===== config.mk =====
export PLATFORM = sky130hd
export DESIGN_NAME = instr_decode_unit
export DESIGN_NICKNAME = d
export VERILOG_FILES = /design/src/rtl/instr_decode_unit.sv
export SDC_FILE = /design/constraint.sdc
export NUM_CORES = 1
export LEC_CHECK = 0
export CORE_MARGIN = 2
export CORE_UTILIZATION = 44
export DETAILED_ROUTE_END_ITERATION = 10
export PLACE_DENSITY_LB_ADDON = 0.08
export SETUP_SLACK_MARGIN = 0.1
export SLEW_MARGIN = 10
export SYNTH_ARGS = -nofsm -noshare
export SYNTH_HDL_FRONTEND = slang
export SYNTH_SLANG_ARGS = --single-unit

===== constraint.sdc =====
create_clock -name clock -period 5.1 [get_ports clock]
set_input_delay 1.02 -clock clock [delete_from_list [all_inputs] [get_ports clock]]
set_output_delay 1.02 -clock clock [all_outputs]
set_load 0.05 [all_outputs]

===== src/rtl/instr_decode_unit.sv =====
// rtl/instr_decode_unit.sv - state/IR control decoder for the relay computer
module instr_decode_unit #(
   parameter int NREG = 8
) (
   input  logic            clock,
   input  logic            reset,
   input  logic [4:0]      seq_state,
   input  logic            state_valid,
   input  logic [7:0]      data_in,
   input  logic            flag_z,
   input  logic            flag_c,
   input  logic            flag_s,
   output logic [7:0]      ir,
   output logic [NREG-1:0] sel_reg,
   output logic [NREG-1:0] ld_reg,
   output logic            sel_pc,
   output logic            ld_pc,
   output logic            sel_inc,
   output logic            ld_inc,
   output logic            sel_j,
   output logic            ld_j,
   output logic            mem_rd,
   output logic            mem_wr,
   output logic            alu_en,
   output logic            ld_imm,
   output logic [3:0]      abort,
   output logic            halt
);

   localparam logic [NREG-1:0] PAIR_M = NREG'(3) << 4;
   localparam logic [NREG-1:0] PAIR_XY = NREG'(3) << 6;

   function automatic logic [NREG-1:0] onehot(input logic [2:0] idx);
      return NREG'(1) << idx;
   endfunction

   logic [NREG-1:0] n_sel_reg, n_ld_reg;
   logic            n_sel_pc, n_ld_pc, n_sel_inc, n_ld_inc, n_sel_j, n_ld_j;
   logic            n_mem_rd, n_mem_wr, n_alu_en, n_ld_imm, n_halt_set;
   logic [3:0]      n_abort;
   logic            taken_q, taken_now;
   logic [4:0]      st;

   assign st = seq_state;
   assign taken_now = (ir[4] & flag_s) | (ir[3] & flag_c) | (ir[2] & flag_z)
                    | (ir[1] & ~flag_z) | (ir[4:1] == 4'b0000);

   always_comb begin
      n_sel_reg  = '0;
      n_ld_reg   = '0;
      n_sel_pc   = (st <= 5'd2);
      n_mem_rd   = (st <= 5'd2);
      n_ld_inc   = (st == 5'd1);
      n_sel_inc  = (st == 5'd4) || (st == 5'd5);
      n_ld_pc    = (st == 5'd5);
      n_sel_j    = 1'b0;
      n_ld_j     = 1'b0;
      n_mem_wr   = 1'b0;
      n_alu_en   = 1'b0;
      n_ld_imm   = 1'b0;
      n_halt_set = 1'b0;
      n_abort    = 4'b0000;
      // abort is decoded one state early so it is visible while the
      // sequencer presents the final state (8/10/12/14)
      if (ir[7:6] == 2'b00) begin
         if (st == 5'd4 || st == 5'd5) n_sel_reg = onehot(ir[2:0]);
         if (st == 5'd5) n_ld_reg = onehot(ir[5:3]);
         if (st == 5'd7) n_abort = 4'b0001;
      end else if (ir[7:6] == 2'b01) begin
         n_ld_imm = (st == 5'd4) || (st == 5'd5);
         if (st == 5'd5) n_ld_reg = onehot(ir[5] ? 3'd1 : 3'd0);
         if (st == 5'd7) n_abort = 4'b0001;
      end else if (ir[7:4] == 4'b1000) begin
         n_alu_en = (st == 5'd4) || (st == 5'd5);
         if (st == 5'd5) n_ld_reg = onehot(ir[3] ? 3'd3 : 3'd0);
         if (st == 5'd7) n_abort = 4'b0001;
      end else if (ir == 8'hAE) begin
         n_halt_set = (st == 5'd4);
         if (st == 5'd7) n_abort = 4'b0001;
      end else if (ir[7:4] == 4'b1010) begin
         if (st == 5'd8 || st == 5'd9) n_sel_reg = ir[2] ? PAIR_XY : PAIR_M;
         if (st == 5'd9) n_ld_reg = ir[3] ? PAIR_XY : PAIR_M;
         if (st == 5'd9) n_abort = 4'b0010;
      end else if (ir[7:2] == 6'b100100) begin
         if (st inside {[5'd8:5'd11]}) begin
            n_sel_reg = PAIR_M;
            n_mem_rd  = 1'b1;
         end
         if (st == 5'd10) n_ld_reg = onehot({1'b0, ir[1:0]});
         if (st == 5'd11) n_abort = 4'b0100;
      end else if (ir[7:2] == 6'b100110) begin
         if (st inside {[5'd8:5'd11]}) n_sel_reg = PAIR_M | onehot({1'b0, ir[1:0]});
         n_mem_wr = (st == 5'd10);
         if (st == 5'd11) n_abort = 4'b0100;
      end else if (ir == 8'hB0) begin
         if (st == 5'd8 || st == 5'd9) n_sel_reg = PAIR_XY;
         if (st == 5'd9) n_ld_inc = 1'b1;
         if (st == 5'd12 || st == 5'd13) n_sel_inc = 1'b1;
         if (st == 5'd13) n_ld_reg = PAIR_XY;
         if (st == 5'd13) n_abort = 4'b1000;
      end else if (ir[7:6] == 2'b11 && !ir[0]) begin
         if (st inside {[5'd8:5'd15]}) begin
            n_sel_reg = PAIR_M;
            n_mem_rd  = 1'b1;
         end
         n_ld_j = (st == 5'd15);
         // return address PC+3 comes off the incrementer into XY
         if (ir[5] && (st == 5'd18 || st == 5'd19)) n_sel_inc = 1'b1;
         if (ir[5] && st == 5'd19) n_ld_reg = PAIR_XY;
         if (taken_q && (st == 5'd21 || st == 5'd22)) n_sel_j = 1'b1;
         if (taken_q && st == 5'd22) n_ld_pc = 1'b1;
      end else begin
         if (st == 5'd7) n_abort = 4'b0001;
      end
   end

   always_ff @(posedge clock) begin
      if (reset) begin
         ir      <= 8'h00;
         halt    <= 1'b0;
         taken_q <= 1'b0;
         sel_reg <= '0;
         ld_reg  <= '0;
         sel_pc  <= 1'b0;
         ld_pc   <= 1'b0;
         sel_inc <= 1'b0;
         ld_inc  <= 1'b0;
         sel_j   <= 1'b0;
         ld_j    <= 1'b0;
         mem_rd  <= 1'b0;
         mem_wr  <= 1'b0;
         alu_en  <= 1'b0;
         ld_imm  <= 1'b0;
         abort   <= 4'b0000;
      end else if (state_valid) begin
         if (st == 5'd2) ir <= data_in;
         if (n_halt_set) halt <= 1'b1;
         if (st == 5'd16) taken_q <= taken_now;
         sel_reg <= n_sel_reg;
         ld_reg  <= n_ld_reg;
         sel_pc  <= n_sel_pc;
         ld_pc   <= n_ld_pc;
         sel_inc <= n_sel_inc;
         ld_inc  <= n_ld_inc;
         sel_j   <= n_sel_j;
         ld_j    <= n_ld_j;
         mem_rd  <= n_mem_rd;
         mem_wr  <= n_mem_wr;
         alu_en  <= n_alu_en;
         ld_imm  <= n_ld_imm;
         abort   <= n_abort;
      end else begin
         sel_reg <= '0;
         ld_reg  <= '0;
         sel_pc  <= 1'b0;
         ld_pc   <= 1'b0;
         sel_inc <= 1'b0;
         ld_inc  <= 1'b0;
         sel_j   <= 1'b0;
         ld_j    <= 1'b0;
         mem_rd  <= 1'b0;
         mem_wr  <= 1'b0;
         alu_en  <= 1'b0;
         ld_imm  <= 1'b0;
         abort   <= 4'b0000;
      end
   end

endmodule


# After elaboration in Yosys (flattened, before gate mapping)
# Cells that the tools add are included.
# op_classes
addsub	0
n_mul	0
div_mod_pow	0
n_lt_le_gt_ge	4
eq_ne	25
shift	5
muxes	94
n_bitwise	14
n_reduce_logical	23
# op_table
op	count
8-bit 2-to-1 mux	30
1-bit 2-to-1 mux	48
4-bit 2-to-1 mux	10
5-bit by 4-bit equality test with 1-bit output, second input constant	7
5-bit equality test, second input constant	5
6-bit 2-to-1 mux	3
8-bit equality test, second input constant	2
1-bit by 2-bit << shifter with 8-bit output, first input constant	2
1-bit by 3-bit << shifter with 8-bit output, first input constant	2
5-bit by 3-bit equality test with 1-bit output, second input constant	3
6-bit equality test, second input constant	2
11-bit OR reduction	1
5-bit by 4-bit less-or-equal comparator with 1-bit output, second input constant	2
9-bit OR reduction	1
4-bit equality test, second input constant	2
1-bit by 1-bit << shifter with 8-bit output, first input constant	1
1-bit logical AND	7
1-bit NOT	6
2-bit AND reduction	3
5-bit by 1-bit equality test with 1-bit output, second input constant	1
5-bit by 2-bit equality test with 1-bit output, second input constant	1
5-bit by 4-bit greater-or-equal comparator with 1-bit output, second input constant	1
5-bit by 2-bit less-or-equal comparator with 1-bit output, second input constant	1
1-bit logical OR	5
12 further kinds	19
# word_totals
regBits	40
latchBits	0
ramBits	0
romBits	0
input_bits	19
output_inout_bits	39
elab_cells	181
mem_count	0

# Depth between registers and ports, before layout
# logic_depth
word_depth	13
depth_mapped	6
depth_no_buf	4

# Worst setup path before layout
# OpenSTA, ideal clock, no wires.
# synth_timing
kind	input to register
start	in seq_state[4]
end	reg ld_reg[2]
setup_time_ns	0.070
arrival_time_ns	2.434
t_required_ns	5.030
path_slack_ns	2.596
path_stages	5
path_buffers	1
cell_sequence	buf_2 -> or3b_1 -> or3_1 -> or4_1 -> a21oi_1
# synth_via
elab_chain_cells	8
word_cells_on_any_way	14
classes_between	eq/ne: 3; mux: 11
# synth_lines
element	line	rtl
from (decl)	7	input logic [4:0] seq_state,
5-bit by 4-bit equality test with 1-bit output	89	if (st == 5'd10) n_ld_reg = onehot({1'b0, ir[1:0]});
8-bit 2-to-1 mux	89	
8-bit 2-to-1 mux	84	end else if (ir[7:2] == 6'b100100) begin
8-bit 2-to-1 mux	80	end else if (ir[7:4] == 4'b1010) begin
8-bit 2-to-1 mux	77	end else if (ir == 8'hAE) begin
8-bit 2-to-1 mux	73	end else if (ir[7:4] == 4'b1000) begin
8-bit 2-to-1 mux	69	end else if (ir[7:6] == 2'b01) begin
8-bit 2-to-1 mux (*)	65	if (ir[7:6] == 2'b00) begin
to (signal assigned)	140	ld_reg <= n_ld_reg;
to (decl)	15	output logic [NREG-1:0] ld_reg,
# Every way passes the cells marked *; elsewhere a longest branch is shown, timed or not.
# A chain may end at the register's enable or synchronous reset.

# Worst setup path in the final report
# layout_timing
start	reg ir[4]
end	out ir[4]
# layout_lines
element	line	rtl
from (decl)	13	output logic [7:0] ir,
from (signal assigned)	136	if (st == 5'd2) ir <= data_in;
# No word-level cell between the ends.

==> impl_metrics.env <==
export IMPL_run_status="completed"
export IMPL_insertion_delay_ns=0.29
export IMPL_cts_made_buffers=5
export IMPL_fin_ws_ns=2.17
export IMPL_synth_seq_cells=40
export IMPL_worst_path_max_delay_cell="clkdlybuf4s50_1"
export IMPL_syn_area_per_cell_sq_um=8.76
export IMPL_track_usage=0.227
export IMPL_path_max_fanout=16
export IMPL_synth_distinct_cells=47
export IMPL_routabilityCongestion=0.910
export IMPL_required_ns=4.08
export IMPL_maxSlewViolCount=0
export IMPL_dieHeight_um=67.7
export IMPL_diodes=0
export IMPL_startpoint_type="flop"
export IMPL_grt_max_degree=18
export IMPL_core_sq_um=3940
export IMPL_drc=0
export IMPL_vias=1696
export IMPL_grt_antenna_before_repair=0
export IMPL_grt_pass1_vias=1568
export IMPL_drt_first_pass_iters=4
export IMPL_yosysTopAreaCell="dfxtp_1"
export IMPL_postCtsHoldBufs=0
export IMPL_syn_inst=204
export IMPL_die_w_um=67.7
export IMPL_synthFlopType="dfxtp_1"
export IMPL_clockBufferDepth=2
export IMPL_period_share=0.575
export IMPL_root_buffer="clkbuf_8"
export IMPL_wl_per_cell_um=15.3
export IMPL_io_buffers=57
export IMPL_overflow=0
export IMPL_worstSetupPathType="reg2out"
export IMPL_p_leak_nw=0.864
export IMPL_maxSlewHeadroom=0.367
export IMPL_worstPathArrival_ns=1.91
export IMPL_cp_num_buf_inv=1
export IMPL_synth_area_leaders="dfxtp_1 45%, nor2_1 5.3%, mux2i_1 4.5%"
export IMPL_slowest_delay_ns=0.92
export IMPL_post_cts_buffers=0
export IMPL_fmax_ghz=0.341
export IMPL_skew_ns=0.00658
export IMPL_yosys_warnings=0
export IMPL_vias_per_cell=5.58
export IMPL_cap_viol_max_count=0
export IMPL_clkTransAtPathRegs_ns=0.08
export IMPL_die_area_sq_um=4590
export IMPL_setup_tns_ns=0
export IMPL_syn_nets=223
export IMPL_cp_top_family="buffers and inverters"
export IMPL_netlist_area_sq_um=1790
export IMPL_ioPinCount=58
export IMPL_nNetsFinal=272
export IMPL_worstPathCellList="clkdlybuf4s50_1"
export IMPL_worst_hold_path_type="reg2reg"
export IMPL_ir_worst_vdd_mv=0.109
export IMPL_yosysTopAreaCellShare=0.448
export IMPL_synth_edf_count=0
export IMPL_finalHoldWorstSlack_ns=0.516
export IMPL_p_per_area_nw_per_um2=246
export IMPL_worst_pin_slew_ns=0.937
export IMPL_synth_async_reset_ratio=0
export IMPL_cts_tree="built"
export IMPL_dp_hpwl_um=3360
export IMPL_ys_seq_area_frac=0.448
export IMPL_rsz0062_at_grt="no"
export IMPL_fin_crit_ns=2.93
export IMPL_num_rows=23
export IMPL_clock_sinks=40
export IMPL_drt_initial_drc_count=152
export IMPL_drt_total_wl_um=4660
export IMPL_hold_viol_final=0
export IMPL_finalSetupViolations=0
export IMPL_initial_core_util=0.453
export IMPL_worstSetupEndpointType="output port"
export IMPL_syn_to_final_growth_pct=38.0
export IMPL_dp_worst_setup_slack_ns=1.98
export IMPL_cts_htree_levels=2
export IMPL_drive_gt1_frac=0.0472
export IMPL_cts_repair_resized=0
export IMPL_final_antenna_net_count=0
export IMPL_grt_pass1_wl_um=7620
[path summary, 6_finish.rpt]
| check | from | end | slack, ns | depth (start not counted) |
|---|---|---|---|---|
| max reg2reg | ir[4] | ld_reg[0] | 2.92 | 4 |
| min reg2reg | halt | halt | 0.52 | 2 |
| max | ir[4] | ir[4] | 2.17 | 1 |
| min | halt | halt | 0.52 | 2 |
[Yosys cell counts, drive strengths merged, types with 3 or more instances]
cell / n
nor4b: 3
nand3b: 5
clkbuf: 12
nand4: 5
nor2: 25
nand2b: 8
or4: 3
buf: 3
nor3: 8
o21ai: 9
a21oi: 7
mux2i: 8
dfxtp: 40
o31ai: 4
nor4: 5
nor2b: 6
a2111oi: 3
or2: 3
nand2: 13
or3: 6
[power by group]
part,total (W),internal (W),switching (W)
sequential,0.000315,0.000313,0.00000182
clock,0.000250,0.000145,0.000105
combinational,0.0000414,0.0000197,0.0000217
[cells in the final DEF (no fill, tap or decap), types with 3 or more instances in the layout]
master / count
clkdlybuf4s50_1: 57
dfxtp_1: 40
nor2_1: 25
nand2_1: 13
o21ai_0: 9
nand2b_1: 8
nor3_1: 8
mux2i_1: 8
a21oi_1: 7
nor2b_1: 6
or3_1: 6
nand3b_1: 5
nand4_1: 5
clkbuf_8: 5
nor4_1: 4
o31ai_1: 4
nor4b_1: 3
a2111oi_0: 3
or4_1: 3
[stage by stage]
step / instance area [sq um] / total power [W] / util / std cells
4_1_cts: 2470 / 0.000613 / 0.626 / 304
5_1_grt: 2470 / 0.000629 / 0.626 / 304
6_report: 2470 / 0.000607 / 0.626 / 304
3_5_place_dp: 2360 / 0.000363 / 0.598 / 296
3_3_place_gp: 2360 / 0.000363 / 0.598 / 296
2_1_floorplan: 1790 / 0.000344 / - / 204
[layer usage]
metal  vias up  part of all wire  global-route usage
met2        78              0.45               0.341
met5         -                 0                   0
met4         0             0.017              0.0765
li1        836                 -                   -
met1       773              0.46               0.316
met3         9             0.070              0.0567
[cell families (layout without fill, tap and decap cells)]
kind of cell | Yosys count | count (layout) | share of synthesized area
flops | 40 | 40 | 0.448
simple gates | 105 | 105 | 0.341
mux | 8 | 8 | 0.0448
compound gates | 34 | 34 | 0.125
xor+xnor | 1 | 1 | 0.00490
buf+inv | 16 | 66 | 0.0364
[area by class of cell]
type / instances / area [sq um]
Clock buffer: 6 / 72.6
Clock inverter: 2 / 35.0
Fill cell: 350 / 1480
Inverter: 1 / 3.75
Multi-Input combinational cell: 148 / 921
Sequential cell: 40 / 801
Tap cell: 50 / 62.6
Timing Repair Buffer: 57 / 571
Note: power is estimated with default switching activity, not from simulation.
